==> config.mk <==
export PLATFORM = sky130hd
export DESIGN_NAME = rtl_bigreg_writer_flat
export DESIGN_NICKNAME = d
export VERILOG_FILES = /design/src/rtl/rtl_bigreg_writer_pkg.sv /design/src/rtl/rtl_bigreg_writer_if.sv /design/src/rtl/rtl_bigreg_writer_mmio_wr_skid.sv /design/src/rtl/rtl_bigreg_writer.sv /design/src/flat_wrapper.sv
export SDC_FILE = /design/constraint.sdc
export NUM_CORES = 1
export LEC_CHECK = 0
export CELL_PAD_IN_SITES_DETAIL_PLACEMENT = 1
export CELL_PAD_IN_SITES_GLOBAL_PLACEMENT = 2
export CORE_ASPECT_RATIO = 1.25
export CORE_MARGIN = 10
export CORE_UTILIZATION = 33
export DETAILED_ROUTE_END_ITERATION = 8
export PLACE_DENSITY = 0.87
export SKIP_CTS_REPAIR_TIMING = 1
export SLEW_MARGIN = 20
export SYNTH_ARGS = -nofsm -noshare
export SYNTH_HDL_FRONTEND = slang
export SYNTH_SLANG_ARGS = --single-unit
==> constraint.sdc <==
create_clock -name clk -period 3.77 [get_ports clk]
set_input_delay 0.5655 -clock clk [delete_from_list [all_inputs] [get_ports clk]]
set_output_delay 0.5655 -clock clk [all_outputs]
set_load 0.05 [all_outputs]
==> src/rtl/rtl_bigreg_writer_pkg.sv <==
// ============================================================================
// Module : rtl_bigreg_writer_pkg
// Brief  : Mem-map layout constants, write-beat type and publisher FSM states.
// Rev    : 1.0  initial release
// ============================================================================
`default_nettype none

package rtl_bigreg_writer_pkg;

   localparam int BUFF_TIMESTAMP_WIDTH    = 32;
   localparam int WD_DATA_WIDTH           = 16;
   localparam int MEM_SIZE                = 256;
   localparam int MEM_ID_WIDTH            = $clog2(MEM_SIZE);
   localparam int BUFF_TIME_BASE_ID       = 27;
   localparam int BUFF_TIME_VALID_ID      = 29;
   localparam int BUFF_SAMPLES            = BUFF_TIMESTAMP_WIDTH / WD_DATA_WIDTH;
   localparam int BUFF_TIME_PUBLISH_BEATS = BUFF_SAMPLES + 2;

   typedef struct packed {
      logic [MEM_ID_WIDTH-1:0]  id;
      logic [WD_DATA_WIDTH-1:0] data;
   } mem_wr_beat_t;

   typedef enum logic [2:0] {
      IDLE     = 3'd0,
      INVAL    = 3'd1,
      WORDS    = 3'd2,
      SETV     = 3'd3,
      WAIT_ACK = 3'd4
   } rtl_bigreg_writer_state_t;

   // Word-counter width; a single-word register still needs one bit.
   function automatic int idx_width(input int n);
      return (n > 1) ? $clog2(n) : 1;
   endfunction

endpackage

`default_nettype wire

==> src/rtl/rtl_bigreg_writer_if.sv <==
// ============================================================================
// Module : rtl_bigreg_writer_if
// Brief  : Publish handshake, mem-map write beat and PS ack bundle.
// Rev    : 1.0  initial release
// ============================================================================
`default_nettype none

interface rtl_bigreg_writer_if
   import rtl_bigreg_writer_pkg::*;
#(
   parameter int DATA_WIDTH = BUFF_TIMESTAMP_WIDTH,
   parameter int WORD_WIDTH = WD_DATA_WIDTH,
   parameter int ID_WIDTH   = MEM_ID_WIDTH
) ();

   logic [DATA_WIDTH-1:0] data_in;
   logic                  data_valid_in;
   logic                  data_ready_out;
   logic                  mem_wr_en;
   logic [ID_WIDTH-1:0]   mem_wr_id;
   logic [WORD_WIDTH-1:0] mem_wr_data;
   logic                  mem_wr_ready;
   logic                  ps_ack;
   logic                  busy;
   logic                  timeout_pulse;

   // Environment side: value source, mem-map arbiter and PS ack.
   modport master (
      output data_in, data_valid_in, mem_wr_ready, ps_ack,
      input  data_ready_out, mem_wr_en, mem_wr_id, mem_wr_data, busy, timeout_pulse
   );

   modport slave (
      input  data_in, data_valid_in, mem_wr_ready, ps_ack,
      output data_ready_out, mem_wr_en, mem_wr_id, mem_wr_data, busy, timeout_pulse
   );

endinterface

`default_nettype wire

==> src/rtl/rtl_bigreg_writer_mmio_wr_skid.sv <==
// ============================================================================
// Module : mmio_wr_skid
// Brief  : One-entry mem-map write register; holds the beat under backpressure.
// Rev    : 1.0  initial release
// ============================================================================
`default_nettype none

module mmio_wr_skid #(
   parameter int ID_WIDTH   = 8,
   parameter int WORD_WIDTH = 16
) (
   input  logic                  clk,
   input  logic                  rst,
   input  logic                  load,
   input  logic [ID_WIDTH-1:0]   load_id,
   input  logic [WORD_WIDTH-1:0] load_data,
   input  logic                  wr_ready,
   output logic                  wr_en,
   output logic [ID_WIDTH-1:0]   wr_id,
   output logic [WORD_WIDTH-1:0] wr_data,
   output logic                  beat_done
);

   logic                  r_en;
   logic [ID_WIDTH-1:0]   r_id;
   logic [WORD_WIDTH-1:0] r_data;

   // Callers only load when the register is empty or its beat completes now,
   // so a load never overwrites an unaccepted beat.
   always_ff @(posedge clk or posedge rst) begin
      if (rst) begin
         r_en   <= 1'b0;
         r_id   <= '0;
         r_data <= '0;
      end else if (load) begin
         r_en   <= 1'b1;
         r_id   <= load_id;
         r_data <= load_data;
      end else if (r_en && wr_ready) begin
         r_en   <= 1'b0;
      end
   end

   assign wr_en     = r_en;
   assign wr_id     = r_id;
   assign wr_data   = r_data;
   assign beat_done = r_en & wr_ready;

endmodule

`default_nettype wire

==> src/rtl/rtl_bigreg_writer.sv <==
// ============================================================================
// Module : rtl_bigreg_writer
// Brief  : Publishes one wide value as invalidate / words LSW-first / set-valid
//          mem-map writes, then waits for the PS read ack.
//          Optional ack timeout: define BIGREG_ACK_TIMEOUT_EN.
// Rev    : 1.0  initial release
// ============================================================================
`default_nettype none

module rtl_bigreg_writer
   import rtl_bigreg_writer_pkg::*;
#(
   parameter int DATA_WIDTH     = BUFF_TIMESTAMP_WIDTH,
   parameter int WORD_WIDTH     = WD_DATA_WIDTH,
   parameter int ID_WIDTH       = MEM_ID_WIDTH,
   parameter int BASE_ID        = BUFF_TIME_BASE_ID,
   parameter int VALID_ID       = BUFF_TIME_VALID_ID,
   parameter int TIMEOUT_CYCLES = 1024
) (
   input  logic               clk,
   input  logic               rst,
   rtl_bigreg_writer_if.slave bus
);

   localparam int SAMPLES    = DATA_WIDTH / WORD_WIDTH;
   localparam int IDX_W      = idx_width(SAMPLES);
   localparam int WORD_SLOTS = 1 << IDX_W;

   localparam logic [ID_WIDTH-1:0] c_base_id  = ID_WIDTH'(BASE_ID);
   localparam logic [ID_WIDTH-1:0] c_valid_id = ID_WIDTH'(VALID_ID);
   localparam logic [IDX_W-1:0]    c_last_idx = IDX_W'(SAMPLES - 1);

   if (DATA_WIDTH % WORD_WIDTH != 0) begin : g_bad_ratio
      $error("DATA_WIDTH must be a multiple of WORD_WIDTH");
   end
   if (!((BASE_ID + SAMPLES - 1 < VALID_ID) || (VALID_ID < BASE_ID))) begin : g_bad_layout
      $error("word IDs overlap VALID_ID");
   end
   if ((BASE_ID + SAMPLES - 1 >= (1 << ID_WIDTH)) || (VALID_ID >= (1 << ID_WIDTH))) begin : g_bad_id_range
      $error("mem-map IDs do not fit in ID_WIDTH");
   end

   rtl_bigreg_writer_state_t r_state, w_state_nxt;
   logic [IDX_W-1:0]         r_idx, w_idx_nxt, w_idx_inc;
   logic [DATA_WIDTH-1:0]    r_shadow;
   logic [WORD_WIDTH-1:0]    w_words [WORD_SLOTS];
   logic                     w_accept;
   logic                     w_load;
   logic [ID_WIDTH-1:0]      w_load_id;
   logic [WORD_WIDTH-1:0]    w_load_data;
   logic                     w_beat_done;

   // Unused slots above SAMPLES read as zero so the word index never overruns.
   for (genvar j = 0; j < WORD_SLOTS; j++) begin : g_split
      if (j < SAMPLES) begin : g_word
         assign w_words[j] = r_shadow[j*WORD_WIDTH +: WORD_WIDTH];
      end else begin : g_pad
         assign w_words[j] = '0;
      end
   end

   assign w_accept           = bus.data_valid_in && (r_state == IDLE);
   assign w_idx_inc          = r_idx + IDX_W'(1);
   assign bus.data_ready_out = (r_state == IDLE);
   assign bus.busy           = (r_state != IDLE);

   always_ff @(posedge clk or posedge rst) begin
      if (rst) begin
         r_shadow <= '0;
      end else if (w_accept) begin
         r_shadow <= bus.data_in;
      end
   end

`ifdef BIGREG_ACK_TIMEOUT_EN
   localparam int TO_W = $clog2(TIMEOUT_CYCLES + 1);

   if (TIMEOUT_CYCLES < 1) begin : g_bad_timeout
      $error("TIMEOUT_CYCLES must be at least 1");
   end

   logic [TO_W-1:0] r_to_cnt;
   logic            r_timeout;
   logic            w_timeout;

   // Count runs down while waiting; reaching 1 with no ack fires the timeout.
   always_ff @(posedge clk or posedge rst) begin
      if (rst) begin
         r_to_cnt  <= '0;
         r_timeout <= 1'b0;
      end else begin
         r_timeout <= w_timeout;
         if ((r_state == SETV) && (w_state_nxt == WAIT_ACK)) begin
            r_to_cnt <= TO_W'(TIMEOUT_CYCLES);
         end else if ((r_state == WAIT_ACK) && (r_to_cnt != '0)) begin
            r_to_cnt <= r_to_cnt - TO_W'(1);
         end
      end
   end

   assign bus.timeout_pulse = r_timeout;
`else
   assign bus.timeout_pulse = 1'b0;
`endif

   always_ff @(posedge clk or posedge rst) begin
      if (rst) begin
         r_state <= IDLE;
         r_idx   <= '0;
      end else begin
         r_state <= w_state_nxt;
         r_idx   <= w_idx_nxt;
      end
   end

   always_comb begin
      w_state_nxt = r_state;
      w_idx_nxt   = r_idx;
      w_load      = 1'b0;
      w_load_id   = c_valid_id;
      w_load_data = '0;
`ifdef BIGREG_ACK_TIMEOUT_EN
      w_timeout   = 1'b0;
`endif
      case (r_state)
         IDLE: begin
            if (w_accept) begin
               w_state_nxt = INVAL;
               w_load      = 1'b1;
            end
         end
         INVAL: begin
            if (w_beat_done) begin
               w_state_nxt = WORDS;
               w_idx_nxt   = '0;
               w_load      = 1'b1;
               w_load_id   = c_base_id;
               w_load_data = w_words[0];
            end
         end
         WORDS: begin
            if (w_beat_done) begin
               w_load = 1'b1;
               if (r_idx == c_last_idx) begin
                  w_state_nxt = SETV;
                  w_load_data = WORD_WIDTH'(1);
               end else begin
                  w_idx_nxt   = w_idx_inc;
                  w_load_id   = c_base_id + ID_WIDTH'(w_idx_inc);
                  w_load_data = w_words[w_idx_inc];
               end
            end
         end
         SETV: begin
            if (w_beat_done) begin
               w_state_nxt = WAIT_ACK;
            end
         end
         WAIT_ACK: begin
            if (bus.ps_ack) begin
               w_state_nxt = IDLE;
            end
`ifdef BIGREG_ACK_TIMEOUT_EN
            else if (r_to_cnt == TO_W'(1)) begin
               w_state_nxt = IDLE;
               w_timeout   = 1'b1;
            end
`endif
         end
         default: begin
            w_state_nxt = IDLE;
         end
      endcase
   end

   mmio_wr_skid #(
      .ID_WIDTH   (ID_WIDTH),
      .WORD_WIDTH (WORD_WIDTH)
   ) u_skid (
      .clk       (clk),
      .rst       (rst),
      .load      (w_load),
      .load_id   (w_load_id),
      .load_data (w_load_data),
      .wr_ready  (bus.mem_wr_ready),
      .wr_en     (bus.mem_wr_en),
      .wr_id     (bus.mem_wr_id),
      .wr_data   (bus.mem_wr_data),
      .beat_done (w_beat_done)
   );

endmodule

`default_nettype wire

==> src/flat_wrapper.sv <==
// flat-port wrapper written by rule: the top's interface ports become plain ports
module rtl_bigreg_writer_flat import rtl_bigreg_writer_pkg::*;
#(
   parameter int DATA_WIDTH     = BUFF_TIMESTAMP_WIDTH,
   parameter int WORD_WIDTH     = WD_DATA_WIDTH,
   parameter int ID_WIDTH       = MEM_ID_WIDTH,
   parameter int BASE_ID        = BUFF_TIME_BASE_ID,
   parameter int VALID_ID       = BUFF_TIME_VALID_ID,
   parameter int TIMEOUT_CYCLES = 1024
)
  (clk, rst, bus_data_in, bus_data_valid_in, bus_mem_wr_ready, bus_ps_ack, bus_data_ready_out, bus_mem_wr_en, bus_mem_wr_id, bus_mem_wr_data, bus_busy, bus_timeout_pulse);
  rtl_bigreg_writer_if #(.DATA_WIDTH(DATA_WIDTH), .WORD_WIDTH(WORD_WIDTH), .ID_WIDTH(ID_WIDTH)) bus_i ();
  input  logic clk;
  input  logic rst;
  input wire logic [$bits(bus_i.data_in)-1:0] bus_data_in;
  input wire logic [$bits(bus_i.data_valid_in)-1:0] bus_data_valid_in;
  input wire logic [$bits(bus_i.mem_wr_ready)-1:0] bus_mem_wr_ready;
  input wire logic [$bits(bus_i.ps_ack)-1:0] bus_ps_ack;
  output wire logic [$bits(bus_i.data_ready_out)-1:0] bus_data_ready_out;
  output wire logic [$bits(bus_i.mem_wr_en)-1:0] bus_mem_wr_en;
  output wire logic [$bits(bus_i.mem_wr_id)-1:0] bus_mem_wr_id;
  output wire logic [$bits(bus_i.mem_wr_data)-1:0] bus_mem_wr_data;
  output wire logic [$bits(bus_i.busy)-1:0] bus_busy;
  output wire logic [$bits(bus_i.timeout_pulse)-1:0] bus_timeout_pulse;
  assign bus_i.data_in = bus_data_in;
  assign bus_i.data_valid_in = bus_data_valid_in;
  assign bus_i.mem_wr_ready = bus_mem_wr_ready;
  assign bus_i.ps_ack = bus_ps_ack;
  assign bus_data_ready_out = bus_i.data_ready_out;
  assign bus_mem_wr_en = bus_i.mem_wr_en;
  assign bus_mem_wr_id = bus_i.mem_wr_id;
  assign bus_mem_wr_data = bus_i.mem_wr_data;
  assign bus_busy = bus_i.busy;
  assign bus_timeout_pulse = bus_i.timeout_pulse;
  rtl_bigreg_writer #(.DATA_WIDTH(DATA_WIDTH), .WORD_WIDTH(WORD_WIDTH), .ID_WIDTH(ID_WIDTH), .BASE_ID(BASE_ID), .VALID_ID(VALID_ID), .TIMEOUT_CYCLES(TIMEOUT_CYCLES)) u_core (.clk(clk), .rst(rst), .bus(bus_i));
endmodule
==> results_dict.tcl, run 1 <==
set metrics [dict create \
    timing.max_cap.violations 0 \
    max_freq_ghz 0.371 \
    placed_area_sq_mm 0.00307 \
    drc 0 \
    clock_latency_ns 0.33 \
    wire_per_inst_um 17.3 \
    setup_ws_ns 1.08 \
    grt_first_pass_wirelength_mm 10.2 \
    fillers 788 \
    dp_worst_setup_slack_ns 1.25 \
    portBuffers 60 \
    root_buffer "clkbuf_8" \
    cts-htree-levels 3 \
    worst_r2r_path_depth 4 \
    ant_nets 0 \
    r2r_end "u_core.u_skid.wr_data[9]" \
    slew_headroom_pct 38.9 \
    vdd_drop_max_v 0.000401 \
    synthTopCellsByArea "dfrtp_1 58%, mux2_2 7.3%, a221o_1 6.1%, o21ai_0 3.9%, buf_4 3.7%" \
    synth_most_common_cell "dfrtp_1" \
    async_flop_share_pct 100 \
    synthCells 210 \
    grt_max_degree 50 \
    synth_edf_count 0 \
    required_ns 3.20 \
    rows 35 \
    antenna_found_initial 0 \
    critical_path_class "flop to output port" \
    cp-start-kind "flop" \
    stdcell_count 364 \
    fin_setup_tns_ns 0 \
    cts.path.max_buffers 2 \
    slew_violations 0 \
    gr-total-overflow 0 \
    cp_max_fo 15 \
    cts_buffers 9 \
    cts_tree "built" \
    synthFlopType "dfrtp_1" \
    drive_gt1_share_pct 13.6 \
    worst_pin_slew_ns 0.913 \
    gp_congestion 0.746 \
    start_util_pct 33.6 \
    clock_skew_ns 0.00977 \
    pin_count 65 \
    die_w_um 97.2 \
    synth_warnings 0 \
    nets 304 \
    totalPowerFinal_mw 2.63 \
    wl_mm 6.29 \
    syn2layout_area_growth_pct 32.1 \
    synthesis.area_sq_mm 0.00246 \
    clock-sinks 57 \
    run_status "completed" \
    grt_pass1_vias 1990 \
    holdCritStartpoint "u_core.u_skid.wr_data[0]" \
    synth_top_area_cell "dfrtp_1" \
    critical_path_arrival_ns 2.13 \
    num_vias 1767 \
    synth_seq_area_share_pct 58.0 \
    clk_pin_slew_ns 0.07 \
    yosysUniqueCellTypes 34 \
    fin_crit_sh_pct 71.4 \
    drt-initial-drc-count 59 \
    core_area_sq_mm 0.00731 \
    dieArea_sq_mm 0.0113 \
    dp.cells 348 \
    ys_seq_elements 57 \
    hpwl_mm 4.36 \
    hold_viol 0 \
    timing.reg2reg.setup_slack_ns 1.64 \
    synth_area_per_cell_sq_um 11.7 \
    yosysTopAreaCellShare_pct 58.0 \
    viasPerCell 4.85 \
    drt_first_pass_iters 4 \
    hold_path_depth 1 \
    netlist_top_cells_count "57 x dfrtp_1, 21 x inv_1, 19 x o21ai_0" \
    power_leakage_nw 1.38 \
    r2r_start "u_core.r_state[0]" \
    antenna_cells 0 \
    grt_use_total_pct 11.5 \
    min_period_ns 2.69 \
    crit_path_end_kind "output port" \
    min-delay-path-class "flop to flop" \
    min_to "u_core.u_skid.wr_data[0]" \
    dieHeight_um 116 \
    final_cell_area_sq_mm 0.00325 \
    power_density_mw_per_mm2 811 \
    rsz0062_at_grt "false" \
    setup_viol 0 \
]
[metrics by stage]
step                      utilization, %  hold WS (ns)
final                               44.4         0.503
after global routing                44.4         0.520
after CTS                           44.4         0.506
after detailed placement            42.0         0.481
after global placement              42.0         0.475
after floorplan                        -         0.476
[cell usage in the layout (no fill, tap or decap), drive strengths merged, types with 2 or more instances in the layout]
cell,netlist,routed
o21ai,19,19
nand2b,3,3
inv,21,21
clkdlybuf4s50,0,60
a21oi,3,3
dfrtp,57,57
nor4b,2,2
o22ai,2,2
buf,17,2
nor3,16,16
clkinv,0,3
clkbuf,2,13
xor2,2,2
nand2,16,16
a221o,15,15
nor2,4,4
conb,1,4
nand3,2,2
mux2,16,16
[power breakdown]
part	switching [mW]	leakage, nW	internal, mW
combinational	0.652	0.582	0.427
sequential	0.190	0.701	0.866
clock	0.225	0.0932	0.271
total	1.07	1.38	1.56
[flip-flops by register name (all words and copies together), names as in the netlist]
register and cells:
u_core.r_state 3, u_core.r_shadow 32, u_core.r_idx 1, u_core.u_skid.wr_data 16, u_core.u_skid.wr_en 1, u_core.u_skid.wr_id 4
[worst max path at each step]
stage | startpoint | endpoint | slack (ns) | cells past startpoint
after floorplan | u_core.r_state[0] | bus_busy | 0.76 | 4
after global placement | bus_mem_wr_ready | u_core.u_skid.wr_data[15] | 1.34 | 4
after detailed placement | bus_mem_wr_ready | u_core.u_skid.wr_data[13] | 1.25 | 4
after CTS | u_core.r_state[0] | bus_data_ready_out | 1.02 | 2
after global routing | u_core.r_state[0] | bus_data_ready_out | 0.96 | 2
final | u_core.r_state[0] | bus_data_ready_out | 1.08 | 2
[final cells by class]
class                           instances  area, sq um  area share, %
Clock buffer                           13          159           4.90
Clock inverter                          3         15.0          0.463
Inverter                               21         78.8           2.43
Multi-Input combinational cell        116          836           25.8
Sequential cell                        57         1430           43.9
Tap cell                               92          115           3.55
Timing Repair Buffer                   62          616           19.0
[metal layers]
layer | track usage (%) | wire, um | vias up
li1 | - | - | 835
met1 | 13.1 | 2730 | 872
met2 | 18.3 | 3030 | 51
met3 | 4.08 | 396 | 9
met4 | 6.50 | 135 | 0
met5 | 0 | 0 | -
[worst max-delay path, cell delays in order (launching register included)]
cell             delay (ns)
dfrtp_1                0.60
nor3_1                 0.33
clkdlybuf4s50_1        0.86
[cells by family (layout without fill, tap and decap cells)]
logic type	Yosys count	in the layout	synth area share [%]
AO/OA/AOI/OAI	46	46	14.1
XOR/XNOR	2	2	1.02
other	1	4	0.153
flip-flops	57	57	58.0
multiplexers	17	17	7.74
AND/OR/NAND/NOR	47	47	10.6
buffers and inverters	40	99	8.40
No activity file was read; power rests on OpenSTA's default activity.
==> run 2: changes to the inputs <==
CORE_UTILIZATION = 31   (was 33)
PLACE_DENSITY = 0.83   (was 0.87)
clock period = 2.5 ns   (was 3.77 ns; I/O delays follow)
==> run 2 against run 1 <==
Global-route usage about the same. Clock skew down 0.0028 ns. Clock power increased by 69%. Hold slack worse by 0.019 ns. Core utilization decreased by 1.3 points. Worst setup slack worse by 0.78 ns.
==> results_dict.tcl, run 2 (same netlist as run 1, synthesis figures left out) <==
set metrics [dict create \
    critical_path_class "flop to output port" \
    viasPerCell 4.85 \
    cts-htree-levels 3 \
    cts_tree "built" \
    clk_pin_slew_ns 0.06 \
    fin_crit_sh_pct 87.9 \
    internal_power_mw 2.51 \
    power_leakage_nw 1.42 \
    clock_skew_ns 0.00701 \
    crit_path_end_kind "output port" \
    drt-initial-drc-count 97 \
    largest_reg_flops 32 \
    num_vias 1798 \
    gp_congestion 0.763 \
    required_ns 2.12 \
    cp-start-kind "flop" \
    final_core_util_pct 43.1 \
    slew_headroom_pct 40.8 \
    fillers 842 \
    r2r_start "u_core.r_state[1]" \
    die_w_um 99.6 \
    ant_nets 0 \
    drive_gt1_share_pct 15.6 \
    grt_pass1_vias 2045 \
    drc 0 \
    wl_mm 6.55 \
    antenna_cells 0 \
    min-delay-path-class "input pin to async pin" \
    nets 309 \
    hpwl_mm 4.59 \
    pwr-share-clk_pct 20.3 \
    cp-startpoint "u_core.r_state[0]" \
    pin_count 65 \
    core_area_sq_mm 0.00775 \
    top_register "u_core.r_shadow" \
    cp_max_fo 2 \
    wire_per_inst_um 17.7 \
    vdd_drop_max_v 0.000760 \
    max_freq_ghz 0.455 \
    run_status "completed" \
    rows 36 \
    grt_first_pass_wirelength_mm 10.8 \
    setup_viol 0 \
    layout_common_cells "60 x clkdlybuf4s50_1, 57 x dfrtp_1, 20 x inv_1" \
    antenna_found_initial 0 \
    grt_max_degree 50 \
    dieArea_sq_mm 0.0119 \
    hold_ws_ns 0.484 \
    start_util_pct 31.7 \
    worst_pin_slew_ns 0.888 \
    cts.path.max_buffers 2 \
    dieHeight_um 120 \
    power_switching_share_pct 39.3 \
    drt_first_pass_iters 4 \
    grt_use_total_pct 11.4 \
    root_buffer "clkbuf_8" \
    clock_latency_ns 0.32 \
    pwr-share-comb_pct 43.2 \
    slew_violations 0 \
    clock-sinks 57 \
    critical_path_arrival_ns 1.82 \
    p_sw_mw 1.63 \
    timing.max_cap.violations 0 \
    p_seq_share_pct 36.5 \
    power_density_mw_per_mm2 1240 \
    hold_viol 0 \
    fin_setup_tns_ns 0 \
    layout_commonest_cell "clkdlybuf4s50_1" \
    min_period_ns 2.20 \
    cts_buffers 9 \
    rsz0062_at_grt "false" \
    gr-total-overflow 0 \
    portBuffers 60 \
    syn2layout_area_growth_pct 35.8 \
]
## run 2: stage by stage
step | cell area, sq um | total power, mW | worst slack [ns] | cells
after floorplan | 2470 | 2.79 | 0.240 | 213
after global placement | 3140 | 3.26 | 0.511 | 356
after detailed placement | 3140 | 3.34 | 0.416 | 356
after CTS | 3340 | 4.20 | 0.251 | 371
after global routing | 3340 | 4.42 | 0.221 | 371
final | 3340 | 4.13 | 0.301 | 371
## run 2: critical path, stage by stage, from the launching register on
cell and delay, ns:
dfrtp_1 0.39, nor3_2 0.26, clkdlybuf4s50_1 0.85
## run 2: power groups by stage
stage / logic, mW / registers (mW) / clock network (mW)
4_1_cts: 1.82 / 1.52 / 0.873
3_5_place_dp: 1.81 / 1.53 / 0
2_1_floorplan: 0.996 / 1.79 / 0
5_1_grt: 1.95 / 1.56 / 0.912
3_3_place_gp: 1.75 / 1.51 / 0
6_report: 1.79 / 1.51 / 0.838
## run 2: worst paths after layout
kind / end / slack (ns) / cells past startpoint
max: bus_data_ready_out / 0.30 / 2
min: u_core.r_shadow[1] / 0.48 / 2
max reg2reg: u_core.u_skid.wr_data[11] / 0.58 / 4
min reg2reg: u_core.u_skid.wr_data[6] / 0.50 / 1
max in group asynchronous: u_core.r_shadow[7] / 1.43 / 3
min in group clk: u_core.u_skid.wr_data[6] / 0.50 / 1
## run 2: cell type report
type	count	area, sq um	share of cell area, %
sequential	57	1430	42.7
multi-input combinational	116	841	25.2
timing repair buffer	67	678	20.3
clock buffer	12	155	4.65
tap	95	119	3.56
inverter	21	78.8	2.36
clock inverter	3	40.0	1.20
## run 2: routing by layer
metal / routed length [um] / track usage, % / vias to the layer above
li1: - / - / 848
met1: 2840 / 13.5 / 906
met2: 3270 / 18.4 / 42
met3: 381 / 3.85 / 2
met4: 55 / 5.12 / 0
met5: 0 / 0 / -
==> run 3: changes to the inputs <==
SLEW_MARGIN = not set   (was 20)
==> results of run 3 <==
The final DEF is identical to that of run 2; final timing and power are the same.
